==> src/rtl/hub_pkg.sv <==
// Shared constants and message type for the hub-side router: FPGA IDs and
// the position of the destination-ID field in a message.
package hub_pkg;
  localparam logic [7:0] HUB_FPGA_ID  = 8'h00;
  localparam logic [7:0] BROADCAST_ID = 8'hFF;
  localparam int         ID_LSB       = 56;
  localparam int         ID_WIDTH     = 8;
  localparam int         MSG_WIDTH    = 64;

  typedef logic [MSG_WIDTH-1:0] msg_t;
endpackage

==> src/rtl/rr_arbiter.sv <==
// Combinational rotate-priority arbiter: grants the first requester at or
// above ptr, wrapping around. The pointer register is owned by the caller.
module rr_arbiter #(
  parameter int N  = 4,
  parameter int PW = (N > 1) ? $clog2(N) : 1
) (
  input  logic [N-1:0]  req,
  input  logic          en,
  input  logic [PW-1:0] ptr,
  output logic [N-1:0]  gnt,
  output logic [PW-1:0] gnt_idx
);

  // NOTE: every output of a combinational block gets a default first so
  // no path leaves it unassigned, which would otherwise infer a latch.
  always_comb begin
    int  idx;
    logic found;
    gnt     = '0;
    gnt_idx = '0;
    found   = 1'b0;
    for (int i = 0; i < N; i++) begin
      idx = int'(ptr) + i;
      if (idx >= N) idx = idx - N;
      if (en && !found && req[idx]) begin
        found        = 1'b1;
        gnt[idx]     = 1'b1;
        gnt_idx      = PW'(idx);
      end
    end
  end

endmodule

==> src/rtl/fpga_hub_router.sv <==
// Hub-side router: routes single-beat host messages to leaf FPGAs by ID
// (with broadcast) and merges leaf messages round-robin onto one stream.
module fpga_hub_router
  import hub_pkg::*;
#(
  parameter int         NUM_CHILDREN = 4,
  parameter int         DATA_WIDTH   = 64,
  parameter int         ID_POS       = ID_LSB,
  parameter logic [7:0] BCAST_ID     = BROADCAST_ID
) (
  input  logic                               clk,
  input  logic                               reset,
  input  logic [DATA_WIDTH-1:0]              host_rx_data,
  input  logic                               host_rx_valid,
  output logic                               host_rx_ready,
  output logic [DATA_WIDTH-1:0]              host_tx_data,
  output logic                               host_tx_valid,
  input  logic                               host_tx_ready,
  output logic [NUM_CHILDREN*DATA_WIDTH-1:0] child_tx_data,
  output logic [NUM_CHILDREN-1:0]            child_tx_valid,
  input  logic [NUM_CHILDREN-1:0]            child_tx_ready,
  input  logic [NUM_CHILDREN*DATA_WIDTH-1:0] child_rx_data,
  input  logic [NUM_CHILDREN-1:0]            child_rx_valid,
  output logic [NUM_CHILDREN-1:0]            child_rx_ready,
  output logic [7:0]                         drop_count,
  output logic                               router_busy
);

  localparam int PW = (NUM_CHILDREN > 1) ? $clog2(NUM_CHILDREN) : 1;

  // Downstream path
  logic [DATA_WIDTH-1:0]   down_data;
  logic [NUM_CHILDREN-1:0] down_mask;
  logic [NUM_CHILDREN-1:0] dec_mask;
  logic [7:0]              dest_id;
  logic                    down_accept;

  assign dest_id = host_rx_data[ID_POS +: 8];

  always_comb begin
    dec_mask = '0;
    for (int i = 0; i < NUM_CHILDREN; i++)
      dec_mask[i] = (dest_id == 8'(i + 1)) || (dest_id == BCAST_ID);
  end

  // Ready when every pending child is either done or accepting this cycle.
  assign host_rx_ready = ((down_mask & ~child_tx_ready) == '0);
  assign down_accept   = host_rx_valid && host_rx_ready;

  assign child_tx_valid = down_mask;
  assign child_tx_data  = {NUM_CHILDREN{down_data}};

  // NOTE: sequential state uses non-blocking assignments so every register
  // samples pre-edge values regardless of statement order.
  always_ff @(posedge clk or negedge reset) begin
    if (!reset) begin
      down_mask  <= '0;
      drop_count <= '0;
    end else begin
      if (down_accept) down_mask <= dec_mask;
      else             down_mask <= down_mask & ~child_tx_ready;
      if (down_accept && dec_mask == '0 && drop_count != 8'hFF)
        drop_count <= drop_count + 8'd1;
    end
  end

  // NOTE: payload registers carry no reset; their valid qualifiers are reset,
  // so stale contents are never observed and the data path stays reset-free.
  always_ff @(posedge clk) begin
    if (down_accept) down_data <= host_rx_data;
  end

  // Upstream path
  logic [PW-1:0]           rr_ptr;
  logic [NUM_CHILDREN-1:0] gnt;
  logic [PW-1:0]           gnt_idx;
  logic                    can_load;
  logic                    any_gnt;

  assign can_load = !host_tx_valid || host_tx_ready;

  rr_arbiter #(.N(NUM_CHILDREN), .PW(PW)) u_arb (
    .req     (child_rx_valid),
    .en      (can_load),
    .ptr     (rr_ptr),
    .gnt     (gnt),
    .gnt_idx (gnt_idx)
  );

  assign child_rx_ready = gnt;
  assign any_gnt        = |gnt;

  always_ff @(posedge clk or negedge reset) begin
    if (!reset) begin
      host_tx_valid <= 1'b0;
      rr_ptr        <= '0;
    end else if (any_gnt) begin
      host_tx_valid <= 1'b1;
      rr_ptr        <= (gnt_idx == PW'(NUM_CHILDREN - 1)) ? '0 : gnt_idx + 1'b1;
    end else if (host_tx_ready) begin
      host_tx_valid <= 1'b0;
    end
  end

  always_ff @(posedge clk) begin
    if (any_gnt) host_tx_data <= child_rx_data[gnt_idx*DATA_WIDTH +: DATA_WIDTH];
  end

  assign router_busy = (|down_mask) || host_tx_valid || (|child_rx_valid);

endmodule

==> config.mk <==
export PLATFORM = sky130hd
export DESIGN_NAME = fpga_hub_router
export DESIGN_NICKNAME = d
export VERILOG_FILES = /design/src/rtl/hub_pkg.sv /design/src/rtl/rr_arbiter.sv /design/src/rtl/fpga_hub_router.sv
export SDC_FILE = /design/constraint.sdc
export NUM_CORES = 1
export LEC_CHECK = 0
export CORE_AREA = 3 3 260 262
export CTS_CLUSTER_DIAMETER = 100
export DETAILED_ROUTE_END_ITERATION = 7
export DIE_AREA = 0 0 263 265
export GPL_TIMING_DRIVEN = 0
export PLACE_DENSITY = 0.49
export SYNTH_ARGS = -nofsm -noshare
export SYNTH_HDL_FRONTEND = slang
export SYNTH_HIERARCHICAL = 1
export SYNTH_SLANG_ARGS = --single-unit
==> constraint.sdc <==
create_clock -name clk -period 5.45 [get_ports clk]
set_clock_uncertainty 0.15 [all_clocks]
set_input_delay 1.09 -clock clk [delete_from_list [all_inputs] [get_ports clk]]
set_output_delay 1.09 -clock clk [all_outputs]
set_load 0.05 [all_outputs]
==> flow_metrics.env <==
export IMPL_synth_edf_count=128
export IMPL_synthSimpleGateAreaFrac_pct=4.12
export IMPL_slowest_stage="mux4_2"
export IMPL_clock_sinks=143
export IMPL_core_um2=65600
export IMPL_synthTopCellsByArea="edfxtp_1 (48%), mux4_2 (19%), buf_4 (18%)"
export IMPL_fin_hold_ws_ns=0.346
export IMPL_overflow=0
export IMPL_dp_hpwl_um=36300
export IMPL_areaGrowthSynthToFinish_pct=104
export IMPL_clkLatencyLatePin_ns=0.46
export IMPL_pre_cts_slack_ns=-0.122
export IMPL_fmax_ghz=0.194
export IMPL_reg2reg_to="host_tx_data[41]$_DFFE_PP_"
export IMPL_regArea_um2=4220
export IMPL_setup_violations=0
export IMPL_syn_inst=531
export IMPL_cts_root_buf="clkbuf_16"
export IMPL_io_pins=671
export IMPL_grt_first_pass_wirelength_um=56300
export IMPL_multi_input_area_um2=2300
export IMPL_dieArea_um2=69700
export IMPL_avgSynthCellArea_um2=15.2
export IMPL_worstPathArrival_ns=3.92
export IMPL_finalCritPeriodShare_pct=94.7
export IMPL_synth_distinct_cells=43
export IMPL_p_leak_nw=6.05
export IMPL_clkSlewWorstSetupHoldPaths_ns=0.07
export IMPL_dp_cells=2066
export IMPL_hold_buffers=0
export IMPL_viasPerCell=3.32
export IMPL_synthMuxAreaShare_pct=19.2
export IMPL_setup_ws_ns=0.288
export IMPL_synth_compound_area_share_pct=2.88
export IMPL_mappedNetlistArea_um2=8090
export IMPL_antenna_found_initial=9
export IMPL_fin_total_pwr_mw=8.45
export IMPL_synth_top_area_cell="edfxtp_1"
export IMPL_hold_viol=0
export IMPL_place_gp_congestion=0.850
export IMPL_fin_nets=1562
export IMPL_cts_tree="yes"
export IMPL_post_cts_buffers=0
export IMPL_worst_pin_slew_ns=1.20
export IMPL_final_area_um2=16500
export IMPL_peakVddDrop_mv=0.645
export IMPL_ys_seq_elements=143
export IMPL_drc=0
export IMPL_status="finished, final reports clean"
export IMPL_synth_top_area_share_pct=47.5
export IMPL_row_count=94
export IMPL_cp_required_ns=4.21
export IMPL_postPlaceCellArea_um2=15900
export IMPL_drt_iter0_markers=191
export IMPL_finalWorstPathRequiredPeriod_ns=5.16
export IMPL_slew_viol_final=0
export IMPL_wl_um=41300
export IMPL_yosys_warnings=6
export IMPL_start_util_pct=12.3
export IMPL_ant_nets=0
export IMPL_worstSetupEndpointType="output port"
export IMPL_htreeDepth=4
export IMPL_r2r_start="rr_ptr[1]$_DFFE_PN0P_"
export IMPL_grt_setup_unrepaired="no"
export IMPL_fillers=6795
export IMPL_clock_path_buffers=2
export IMPL_path_class="reg -> out"
export IMPL_rr_worst_depth=11
export IMPL_reg2reg_slack_ns=0.32
export IMPL_cp_cell_sequence="clkbuf_2 > inv_1 > ha_1 > buf_6 > mux4_2 > or3_4 > a2111oi_4 > a221o_1 > dlygate4sd2_1"
export IMPL_drive_gt1_share_pct=25.4
export IMPL_synth_top_family_by_area="buffers and inverters"
export IMPL_powerDensity_nw_per_um2=512
export IMPL_track_usage_pct=11.5
export IMPL_first_pass_iters=4
export IMPL_post_drt_wl_per_cell_um=19.6
export IMPL_synth_xor_area_share_pct=0.866
export IMPL_timing_slew_headroom_pct=19.3
export IMPL_grt_max_degree=65
export IMPL_hp_start="drop_count[6]$_DFFE_PN0P_"
export IMPL_ys_seq_area_share_pct=52.2
export IMPL_place_port_buffers=670
export IMPL_fp_dieH_um=265
export IMPL_synth_fa_ha_area_share_pct=1.39
export IMPL_vias=6981
export IMPL_syn_num_nets=872
export IMPL_synthFlopType="edfxtp_1"
export IMPL_whs_path_depth=1
export IMPL_cts_buffers=17
export IMPL_ctsResizeCount=4
export IMPL_first_global_vias=7392
export IMPL_hold_path_end="drop_count[6]$_DFFE_PN0P_"
export IMPL_cap_violations=0
export IMPL_die_x_um=263
export IMPL_holdCritPathClass="reg -> reg"
export IMPL_cp_start_kind="register"
export IMPL_worstPathMaxFanout=8
export IMPL_instances_no_fill=2100
export IMPL_synthArstFlopShare_pct=10.5
export IMPL_max_stage_delay_ns=0.61
-- worst max-delay path by stage --
stage,start,end,slack (ns),cells past startpoint
after detailed placement,child_rx_valid[2],host_tx_data[41]$_DFFE_PP_,-0.12,8
after global routing,rr_ptr[0]$_DFFE_PN0P_,child_rx_ready[0],0.09,9
after CTS,rr_ptr[0]$_DFFE_PN0P_,child_rx_ready[1],0.24,9
after global placement,child_rx_valid[2],host_tx_data[58]$_DFFE_PP_,-0.79,7
final,rr_ptr[1]$_DFFE_PN0P_,child_rx_ready[1],0.29,9
after floorplan,rr_ptr[0]$_DFFE_PN0P_,host_tx_data[0]$_DFFE_PP_,0.45,10
-- cell usage after synthesis, drive strengths merged, types with 2 or more instances --
| cell | count |
|---|---|
| buf | 201 |
| edfxtp | 128 |
| mux4 | 67 |
| dfrtp | 15 |
| nand2 | 15 |
| clkbuf | 9 |
| ha | 9 |
| inv | 8 |
| a21oi | 7 |
| xnor2 | 6 |
| nand2b | 5 |
| nor2 | 5 |
| a221o | 4 |
| nand3b | 4 |
| nand4 | 4 |
| nor3 | 4 |
| o21ai | 4 |
| and3 | 3 |
| nor4 | 3 |
| o211ai | 3 |
| a211oi | 2 |
| a31oi | 2 |
| and2b | 2 |
| mux2 | 2 |
| mux2i | 2 |
| nor2b | 2 |
| o31ai | 2 |
| or3 | 2 |
| xor2 | 2 |
-- worst max-delay path: cells and delay by family (launching register included) --
family	cells	cell delay (ns)
AOI/OAI and AO/OA	2	0.67
adders and majority gates	1	0.31
buffers and inverters	4	1.04
DFF	1	0.43
muxes	1	0.61
and+or+nand+nor	1	0.38
-- cells by family after synthesis --
group           count (synthesis)
flops                         143
fa+ha+maj                       9
xor+xnor                        8
simple gates                   54
compound gates                 28
mux                            71
buf+inv                       218
-- power by group --
part	switching [mW]	internal, mW	total (mW)
clock	0.545	0.679	1.22
sequential	0.180	1.86	2.04
combinational	3.21	1.97	5.18
total	3.94	4.51	8.45
-- layout by cell type, fill, tap and decap left out, types with 6 or more instances in the layout --
master / netlist / layout
a21oi_1: 7 / 7
dfrtp_1: 15 / 15
nand2_1: 15 / 15
clkbuf_1: 8 / 8
buf_4: 193 / 193
ha_1: 9 / 9
inv_1: 8 / 6
clkdlybuf4s50_1: 0 / 666
edfxtp_1: 128 / 128
xnor2_1: 6 / 6
mux4_2: 67 / 67
clkbuf_16: 0 / 17
-- registers in the layout (all words and copies together), names as in the netlist --
signal	flops
drop_count	8
child_tx_valid	4
host_tx_data	64
host_tx_valid	1
down_data	64
rr_ptr	2
-- metal layers --
metal / global-route usage (%) / wire length (µm)
met1: 12.3 / 14900
met2: 21.6 / 22400
met3: 3.47 / 3030
met4: 3.76 / 886
met5: 0 / 0
-- area by class of cell --
cell class,count,area share [%]
repair buffers,671,40.8
flip-flops and latches,143,25.6
multi-input cells,170,14.0
plain buffers,210,9.31
well taps,864,6.55
clock buffers,17,2.58
clock inverters,15,0.971
inverters,8,0.212
diodes,2,0.0303
-- per-stage QoR --
stage	utilization [%]	TNS (ns)
finish	25.1	0
global route	25.1	0
CTS	25.1	0
detailed placement	24.2	-1.14
floorplan	-	0
global placement	24.2	-49.98
(Power assumes the default switching activity.)
